===== config.mk =====
export PLATFORM = sky130hd
export DESIGN_NAME = sd_ctrl_arb_flat
export DESIGN_NICKNAME = d
export VERILOG_FILES = /design/src/rtl/sd_ctrl_arb_if.sv /design/src/rtl/sd_ctrl_arb.sv /design/src/flat_wrapper.sv
export SDC_FILE = /design/constraint.sdc
export NUM_CORES = 1
export LEC_CHECK = 0
export ABC_AREA = 0
export BUFFER_PORTS_ARGS = -buffer_cell sky130_fd_sc_hd__clkbuf_2
export CORE_ASPECT_RATIO = 0.75
export CORE_UTILIZATION = 51
export DETAILED_ROUTE_END_ITERATION = 8
export PLACE_DENSITY = 0.8
export SLEW_MARGIN = 5
export SYNTH_ARGS = -nofsm -noshare
export SYNTH_HDL_FRONTEND = slang
export SYNTH_SLANG_ARGS = --single-unit

===== constraint.sdc =====
create_clock -name clk -period 2.3 [get_ports clk]
set_input_delay 0.46 -clock clk [delete_from_list [all_inputs] [get_ports clk]]
set_output_delay 0.46 -clock clk [all_outputs]
set_load 0.01 [all_outputs]

===== src/rtl/sd_ctrl_arb_if.sv =====
// Request/engine bus between the SD controller arbiter and its client blocks.
// The slave modport is the arbiter's view; master is the requesters/engines side.
interface sd_ctrl_arb_if #(
  parameter int ADDR_W = 32
);
  logic              wr_req;
  logic [ADDR_W-1:0] wr_addr;
  logic              wr_ack;
  logic              rd_req;
  logic [ADDR_W-1:0] rd_addr;
  logic              rd_ack;

  logic              wr_start;
  logic [ADDR_W-1:0] wr_addr_o;
  logic              wr_busy;
  logic              wr_cs_n;
  logic              wr_mosi;

  logic              rd_start;
  logic [ADDR_W-1:0] rd_addr_o;
  logic              rd_busy;
  logic              rd_cs_n;
  logic              rd_mosi;

  modport slave (
    input  wr_req, wr_addr, rd_req, rd_addr,
    output wr_ack, rd_ack,
    output wr_start, wr_addr_o, rd_start, rd_addr_o,
    input  wr_busy, wr_cs_n, wr_mosi,
    input  rd_busy, rd_cs_n, rd_mosi
  );

  modport master (
    output wr_req, wr_addr, rd_req, rd_addr,
    input  wr_ack, rd_ack,
    input  wr_start, wr_addr_o, rd_start, rd_addr_o,
    output wr_busy, wr_cs_n, wr_mosi,
    output rd_busy, rd_cs_n, rd_mosi
  );
endinterface


===== src/rtl/sd_ctrl_arb.sv =====
// SD-over-SPI controller top: waits for card init, then grants the single SPI
// lane to the write or read engine one whole transaction at a time, with a
// busy handshake and timeout guard on every grant.
module sd_ctrl_arb #(
  parameter int          ADDR_W      = 32,
  parameter logic [31:0] TIMEOUT_CYC = 32'd2_000_000,
  parameter logic [7:0]  BUSY_WAIT   = 8'd16
) (
  input  logic         clk,
  input  logic         rst_n,
  input  logic         init_end,
  input  logic         init_cs_n,
  input  logic         init_mosi,
  sd_ctrl_arb_if.slave bus,
  output logic         sd_cs_n,
  output logic         sd_mosi,
  output logic         init_done,
  output logic         ctrl_busy,
  output logic         timeout_err
);

  typedef enum logic [2:0] {
    INIT,
    IDLE,
    WR_GRANT,
    WR_WAIT,
    RD_GRANT,
    RD_WAIT
  } state_t;

  state_t      state;
  state_t      next_state;
  logic        last_wr;
  logic [31:0] wait_cnt;
  logic        seen_busy;
  logic        eng_busy;
  logic        wait_done;
  logic        wait_abort;

  // Busy of whichever engine currently owns the lane; only meaningful in the wait states.
  assign eng_busy   = (state == WR_WAIT) ? bus.wr_busy : bus.rd_busy;
  assign wait_done  = seen_busy && !eng_busy;
  assign wait_abort = (!seen_busy && (wait_cnt == 32'(BUSY_WAIT))) ||
                      (wait_cnt == TIMEOUT_CYC);

  // State register, back to INIT on reset.
  always_ff @(posedge clk or negedge rst_n) begin
    if (!rst_n) state <= INIT;
    else        state <= next_state;
  end

  // Next state: round-robin arbitration in IDLE, completion or abort in the wait states.
  always_comb begin
    next_state = state;
    case (state)
      INIT: begin
        if (init_end) next_state = IDLE;
      end
      IDLE: begin
        if (bus.wr_req && bus.rd_req) next_state = last_wr ? RD_GRANT : WR_GRANT;
        else if (bus.wr_req)          next_state = WR_GRANT;
        else if (bus.rd_req)          next_state = RD_GRANT;
      end
      WR_GRANT: next_state = WR_WAIT;
      RD_GRANT: next_state = RD_WAIT;
      WR_WAIT, RD_WAIT: begin
        if (wait_done || wait_abort) next_state = IDLE;
      end
      default: next_state = INIT;
    endcase
  end

  // Grant bookkeeping, address latches, saturating timeout counter and sticky flags.
  always_ff @(posedge clk or negedge rst_n) begin
    if (!rst_n) begin
      init_done     <= 1'b0;
      timeout_err   <= 1'b0;
      last_wr       <= 1'b0;
      wait_cnt      <= '0;
      seen_busy     <= 1'b0;
      bus.wr_addr_o <= '0;
      bus.rd_addr_o <= '0;
    end else begin
      case (state)
        INIT: begin
          if (init_end) init_done <= 1'b1;
        end
        WR_GRANT: begin
          bus.wr_addr_o <= bus.wr_addr;
          last_wr       <= 1'b1;
          timeout_err   <= 1'b0;
          wait_cnt      <= '0;
          seen_busy     <= 1'b0;
        end
        RD_GRANT: begin
          bus.rd_addr_o <= bus.rd_addr;
          last_wr       <= 1'b0;
          timeout_err   <= 1'b0;
          wait_cnt      <= '0;
          seen_busy     <= 1'b0;
        end
        WR_WAIT, RD_WAIT: begin
          if (wait_cnt != '1) wait_cnt <= wait_cnt + 32'd1;
          if (eng_busy) seen_busy <= 1'b1;
          if (wait_abort && !wait_done) timeout_err <= 1'b1;
        end
        default: ;
      endcase
    end
  end

  assign bus.wr_ack   = (state == WR_GRANT);
  assign bus.wr_start = (state == WR_GRANT);
  assign bus.rd_ack   = (state == RD_GRANT);
  assign bus.rd_start = (state == RD_GRANT);
  assign ctrl_busy    = (state != IDLE);

  // SPI lane mux, decoded from the registered state so ownership never glitches mid-grant.
  always_comb begin
    sd_cs_n = 1'b1;
    sd_mosi = 1'b1;
    case (state)
      INIT: begin
        sd_cs_n = init_cs_n;
        sd_mosi = init_mosi;
      end
      WR_GRANT, WR_WAIT: begin
        sd_cs_n = bus.wr_cs_n;
        sd_mosi = bus.wr_mosi;
      end
      RD_GRANT, RD_WAIT: begin
        sd_cs_n = bus.rd_cs_n;
        sd_mosi = bus.rd_mosi;
      end
      default: ;
    endcase
  end

endmodule


===== src/flat_wrapper.sv =====
// flat-port wrapper written by rule: the top's interface ports become plain ports
module sd_ctrl_arb_flat 
#(
  parameter int          ADDR_W      = 32,
  parameter logic [31:0] TIMEOUT_CYC = 32'd2_000_000,
  parameter logic [7:0]  BUSY_WAIT   = 8'd16
)
  (clk, rst_n, init_end, init_cs_n, init_mosi, sd_cs_n, sd_mosi, init_done, ctrl_busy, timeout_err, bus_wr_req, bus_wr_addr, bus_rd_req, bus_rd_addr, bus_wr_ack, bus_rd_ack, bus_wr_start, bus_wr_addr_o, bus_rd_start, bus_rd_addr_o, bus_wr_busy, bus_wr_cs_n, bus_wr_mosi, bus_rd_busy, bus_rd_cs_n, bus_rd_mosi);
  sd_ctrl_arb_if #(.ADDR_W(ADDR_W)) bus_i ();
  input  logic clk;
  input  logic rst_n;
  input  logic init_end;
  input  logic init_cs_n;
  input  logic init_mosi;
  output logic sd_cs_n;
  output logic sd_mosi;
  output logic init_done;
  output logic ctrl_busy;
  output logic timeout_err;
  input wire logic [$bits(bus_i.wr_req)-1:0] bus_wr_req;
  input wire logic [$bits(bus_i.wr_addr)-1:0] bus_wr_addr;
  input wire logic [$bits(bus_i.rd_req)-1:0] bus_rd_req;
  input wire logic [$bits(bus_i.rd_addr)-1:0] bus_rd_addr;
  output wire logic [$bits(bus_i.wr_ack)-1:0] bus_wr_ack;
  output wire logic [$bits(bus_i.rd_ack)-1:0] bus_rd_ack;
  output wire logic [$bits(bus_i.wr_start)-1:0] bus_wr_start;
  output wire logic [$bits(bus_i.wr_addr_o)-1:0] bus_wr_addr_o;
  output wire logic [$bits(bus_i.rd_start)-1:0] bus_rd_start;
  output wire logic [$bits(bus_i.rd_addr_o)-1:0] bus_rd_addr_o;
  input wire logic [$bits(bus_i.wr_busy)-1:0] bus_wr_busy;
  input wire logic [$bits(bus_i.wr_cs_n)-1:0] bus_wr_cs_n;
  input wire logic [$bits(bus_i.wr_mosi)-1:0] bus_wr_mosi;
  input wire logic [$bits(bus_i.rd_busy)-1:0] bus_rd_busy;
  input wire logic [$bits(bus_i.rd_cs_n)-1:0] bus_rd_cs_n;
  input wire logic [$bits(bus_i.rd_mosi)-1:0] bus_rd_mosi;
  assign bus_i.wr_req = bus_wr_req;
  assign bus_i.wr_addr = bus_wr_addr;
  assign bus_i.rd_req = bus_rd_req;
  assign bus_i.rd_addr = bus_rd_addr;
  assign bus_wr_ack = bus_i.wr_ack;
  assign bus_rd_ack = bus_i.rd_ack;
  assign bus_wr_start = bus_i.wr_start;
  assign bus_wr_addr_o = bus_i.wr_addr_o;
  assign bus_rd_start = bus_i.rd_start;
  assign bus_rd_addr_o = bus_i.rd_addr_o;
  assign bus_i.wr_busy = bus_wr_busy;
  assign bus_i.wr_cs_n = bus_wr_cs_n;
  assign bus_i.wr_mosi = bus_wr_mosi;
  assign bus_i.rd_busy = bus_rd_busy;
  assign bus_i.rd_cs_n = bus_rd_cs_n;
  assign bus_i.rd_mosi = bus_rd_mosi;
  sd_ctrl_arb #(.ADDR_W(ADDR_W), .TIMEOUT_CYC(TIMEOUT_CYC), .BUSY_WAIT(BUSY_WAIT)) u_core (.clk(clk), .rst_n(rst_n), .init_end(init_end), .init_cs_n(init_cs_n), .init_mosi(init_mosi), .bus(bus_i), .sd_cs_n(sd_cs_n), .sd_mosi(sd_mosi), .init_done(init_done), .ctrl_busy(ctrl_busy), .timeout_err(timeout_err));
endmodule

; ---- Word-level counts from Yosys, hierarchy flattened
; Index checks and enable logic that the tools add are counted.
; W data, S select, Z words.
[op_classes]
n_mux = 17
n_reduce_logical = 21
eq_ne = 15
n_addsub = 1
[op_table]
columns = op, n
row1 = $pmux W32 S2, 1
row2 = $add A32 B1 Y32 const B, 1
row3 = $eq A32 B21 Y1 const B, 1
row4 = $eq A32 B5 Y1 const B, 1
row5 = $mux W32, 1
row6 = $ne A32 B32 Y1 const B, 1
row7 = $mux W3, 6
row8 = $pmux W3 S5, 1
row9 = $ne A2 B1 Y1 const B, 4
row10 = $reduce_and A2 Y1, 4
row11 = $reduce_or A2 Y1, 4
row12 = $eq A3 B2 Y1 const B, 2
row13 = $eq A3 B3 Y1 const B, 2
row14 = $pmux W1 S2, 3
row15 = $pmux W1 S3, 2
row16 = $logic_and A1 B1 Y1, 4
row17 = $ne A4 B3 Y1 const B, 1
row18 = $reduce_bool A2 Y1, 2
row19 = $eq A3 B1 Y1 const B, 1
row20 = $logic_not A1 Y1, 3
row21 = $logic_not A3 Y1, 1
row22 = $mux W1, 3
row23 = $ne A3 B1 Y1 const B, 1
row24 = $reduce_and A3 Y1, 1
row25 = other kinds (2), 3
[word_totals]
out_inout_bits = 73
reg_bits = 103

; ---- Logic depth before layout (Yosys ltp)
[depth]
word_depth = 8
ltp_mapped = 7

; ---- Least setup slack after synthesis
; No wires, ideal clock.
[synth_path]
path_kind = flip-flop to output port
from = register u_core.state[1]
to = output port bus_wr_start
stages_incl_launch_ff = 6
t_arrival_ns = 1.680
slack_ns = 0.160
path_buffers = 3
cell_sequence = dfrtp_1 -> buf_2 -> inv_1 -> nor3_1 -> buf_2 -> buf_4
[synth_via]
elab_chain_len = 1
[synth_rtl]
columns = element, line
row1 = start: declaration, sd_ctrl_arb.sv:31  ; state_t state;
row2 = start signal: assignment, sd_ctrl_arb.sv:49  ; else state <= next_state;
row3 = $eq A3 B2 Y1, n/a
row4 = end: declaration, flat_wrapper.sv:26  ; output wire logic [$bits(bus_i.wr_start)-1:0] bus_wr_start;
; Every way passes these cells.

; ---- Final worst setup path
[layout_path]
from = register u_core.wait_cnt[0]
to = register u_core.wait_cnt[6]
[layout_via]
elab_chain_len = 3
[layout_rtl]
columns = element, line
row1 = start: declaration, sd_ctrl_arb.sv:34  ; logic [31:0] wait_cnt;
row2 = start signal: assignment, sd_ctrl_arb.sv:103  ; if (wait_cnt != '1) wait_cnt <= wait_cnt + 32'd1;
row3 = $add A32 B1 Y32 or $ne A32 B32 Y1 (tied branches), sd_ctrl_arb.sv:103
row4 = $mux W32 or $ne A2 B1 Y1 (tied branches), n/a
row5 = $pmux W32 S2 or $reduce_and A2 Y1 (tied branches), n/a
; Several ways; a longest one is shown, not always the timed one. The select of a mux whose other input is x is not followed.
; A chain may end at the register's enable or synchronous reset.

==> results_dict.tcl <==
set metrics [dict create \
    leakage_nw 2.88 \
    die_x_um 115 \
    crit_path_max_fanout 9 \
    drc 0 \
    hold_ws_ns 0.0287 \
    clock_latency_ns 0.35 \
    async_reset_ff_share_pct 100 \
    synth_top_family_by_area "simple AND/OR/NAND/NOR gates" \
    stdcell_area_sq_mm 0.00619 \
    hold_path.class "primary input to async pin" \
    finalCriticalPeriod_ns 2.21 \
    numCtsBuffers 9 \
    grt_use_total_pct 24.9 \
    clk_pin_slew_ns 0.07 \
    dr_total_vias 4038 \
    placed_cells 692 \
    h-tree-depth 3 \
    coreArea_sq_mm 0.00912 \
    synth_area_sq_mm 0.00484 \
    hold_violations 0 \
    tightestPinTransition_ns 0.614 \
    syn2layout_area_growth_pct 27.8 \
    drv_slew 0 \
    cts-hold-fix-buffers 0 \
    totalNegativeSetupSlack_ns 0 \
    setup_viol 0 \
    final.setup_skew_ns 0.00956 \
    slowest_delay_ns 0.54 \
    vias_per_cell 5.70 \
    final_cells 708 \
    ys_ff_latch 103 \
    ys_warn_count 0 \
    syn_area_per_cell_sq_um 11.7 \
    start_kind "flip-flop" \
    max-slew-margin-rel_pct 59.0 \
    status "finished clean" \
    endpoint_kind "flip-flop" \
    grt_max_degree 54 \
    clock_path_buffers 2 \
    crit_slowest_cell "or4_4" \
    tritoncts "done" \
    drtIter0Drc 297 \
    synth-seq-area-share_pct 53.2 \
    dr.pass1.iters 5 \
    cap_violations 0 \
    cts_num_sinks 103 \
    worst-endpoint-required_ns 2.55 \
    routabilityCongestion 0.931 \
    num_io_pins 150 \
    routed_wl_mm 12.2 \
    synth_nets 497 \
    pwr-share-comb_pct 38.7 \
    final.setup.worst_slack_ns 0.0935 \
    ant_nets 0 \
    synth_xor_area_share_pct 1.27 \
    p_sw_share_pct 35.2 \
    wire_per_inst_um 17.3 \
    muxShareOfSynthArea_pct 15.5 \
    first_global_vias 4001 \
    dieArea_sq_mm 0.00989 \
    synth_compound_area_share_pct 10.2 \
    power_mw 7.24 \
    crit_type "flip-flop to flip-flop" \
    place_hpwl_mm 9.15 \
    ys.flop_type "dfrtp_1" \
    clkPwrFrac_pct 21.4 \
    seqPwrFrac_pct 39.9 \
    yosys.area_share.simple_pct 15.7 \
    net-switching-power_mw 2.54 \
    drive_above_1_share_pct 46.7 \
    utilization_pct 67.9 \
    grt-ovfl-total 0 \
    start_util_pct 53.1 \
    fmax_mhz 453 \
    crit_chain "ha_1 -> nand4_1 -> or4_4 -> o31ai_4 -> buf_4 -> o211ai_1 -> o31ai_1" \
    p_int_mw 4.69 \
    yosys.area_share.adder_pct 1.29 \
    place_area_sq_mm 0.00586 \
    die_h_um 86.4 \
    syn_inst 415 \
    synth_cell_types 62 \
    antennaDiodeCount 0 \
    nets 657 \
    io_buffers 149 \
    grt_first_pass_wirelength_mm 19.2 \
    ir_drop_uv 703 \
    synth_edf_count 0 \
    powerDensity_mw_per_mm2 1170 \
    dp_slack_ns 0.0819 \
    finalCritPeriodShare_pct 95.9 \
    antenna_found_initial 0 \
    num_rows 30 \
    critPathArrivalTime_ns 2.45 \
    ctsRootBufferMaster "clkbuf_16" \
]
[registers in the layout, indices dropped and copies added, names as in the netlist]
name and count:
u_core.bus.rd_addr_o 32, u_core.bus.wr_addr_o 32, u_core.wait_cnt 32, u_core.state 3
u_core.init_done 1, u_core.last_wr 1, u_core.seen_busy 1, u_core.timeout_err 1
[cell type report]
type / count / area (sq um)
well taps: 128 / 160
inverters: 8 / 30.0
repair buffers: 172 / 962
fillers: 676 / 2930
flip-flops and latches: 103 / 2580
clock inverters: 7 / 77.6
multi-input cells: 281 / 2150
clock buffers: 9 / 225
[power by group through the flow]
stage               registers (mW)  clock network [mW]  logic, mW
floorplan                     3.08                   0       1.37
global placement              2.84                   0       2.68
detailed placement            2.91                   0       2.80
CTS                           2.88                1.57       2.81
global route                  2.96                1.64       3.05
finish                        2.89                1.55       2.80
[per-layer routing]
metal	wire (um)	track usage (%)	part of all wire (%)
met1	5030	31.1	41
met5	0	0	0
met4	225	7.67	1.8
met3	840	5.66	6.9
met2	6140	43.5	50
[layout by cell type, fill, tap and decap left out, types with 11 or more instances in the layout]
cell type | Yosys | layout
clkbuf_2 | 0 | 148
nor2_1 | 14 | 14
o21ai_0 | 11 | 11
nand3_1 | 16 | 16
buf_4 | 2 | 20
nand2_1 | 27 | 26
mux2_2 | 64 | 64
dfrtp_1 | 103 | 99
a21oi_1 | 14 | 14
[final timing paths]
check	start	cells past startpoint	endpoint	slack [ns]
max in group asynchronous	rst_n	2	u_core.bus.rd_addr_o[27]	1.62
min in group clk	bus_wr_addr[3]	2	u_core.bus.wr_addr_o[3]	0.35
setup / recovery	u_core.wait_cnt[0]	7	u_core.wait_cnt[6]	0.09
setup reg to reg	u_core.wait_cnt[0]	7	u_core.wait_cnt[6]	0.09
hold / removal	rst_n	1	u_core.wait_cnt[25]	0.03
hold reg to reg	u_core.init_done	1	u_core.init_done	0.48
[synthesized netlist by cell type (all sizes together) (2+ instances only)]
| library cell | count | area share, % |
|---|---|---|
| or4 | 8 | 1.2 |
| or2 | 3 | 0.39 |
| mux2i | 3 | 0.62 |
| nor3 | 10 | 1.1 |
| nand2b | 4 | 0.52 |
| inv | 8 | 0.62 |
| o21ai | 14 | 1.5 |
| mux2 | 64 | 15 |
| nor2 | 14 | 1.1 |
| and4 | 2 | 0.36 |
| nand3 | 16 | 1.7 |
| nor4 | 10 | 1.4 |
| a21oi | 15 | 1.6 |
| or3 | 10 | 1.3 |
| clkbuf | 8 | 0.62 |
| a31oi | 4 | 0.52 |
| and2 | 2 | 0.26 |
| a222oi | 2 | 0.41 |
| ha | 5 | 1.3 |
| xor2 | 3 | 0.54 |
| xnor2 | 4 | 0.72 |
| nand2 | 27 | 2.1 |
| o311ai | 2 | 0.52 |
| o211ai | 9 | 1.4 |
| o31ai | 7 | 1.5 |
| nor4b | 2 | 0.36 |
| and3 | 10 | 1.3 |
| dfrtp | 103 | 53 |
| buf | 15 | 1.7 |
| nand4 | 11 | 1.7 |
| o2bb2ai | 2 | 0.36 |
[kinds of logic after synthesis]
group,after synthesis
compound gates,68
xor+xnor,7
fa+ha+maj,5
buf+inv,31
flops,103
mux,67
simple gates,134
[what timing repair did]
action,in CTS,in global routing
endpoints found under the hold margin,0,0
endpoints found under the setup margin,2,15
setup buffers,0,0
resized for setup,1,8
pin swaps,0,0
[critical path: cells and delay by family, from the launching register on]
| family | cells | cell delay [ns] |
|---|---|---|
| buffers and inverters | 1 | 0.21 |
| flip-flops | 1 | 0.44 |
| AO/OA/AOI/OAI | 3 | 0.49 |
| AND/OR/NAND/NOR | 2 | 0.75 |
| adder cells (fa/ha/maj) | 1 | 0.23 |
Note: power is estimated with default switching activity, not from simulation.
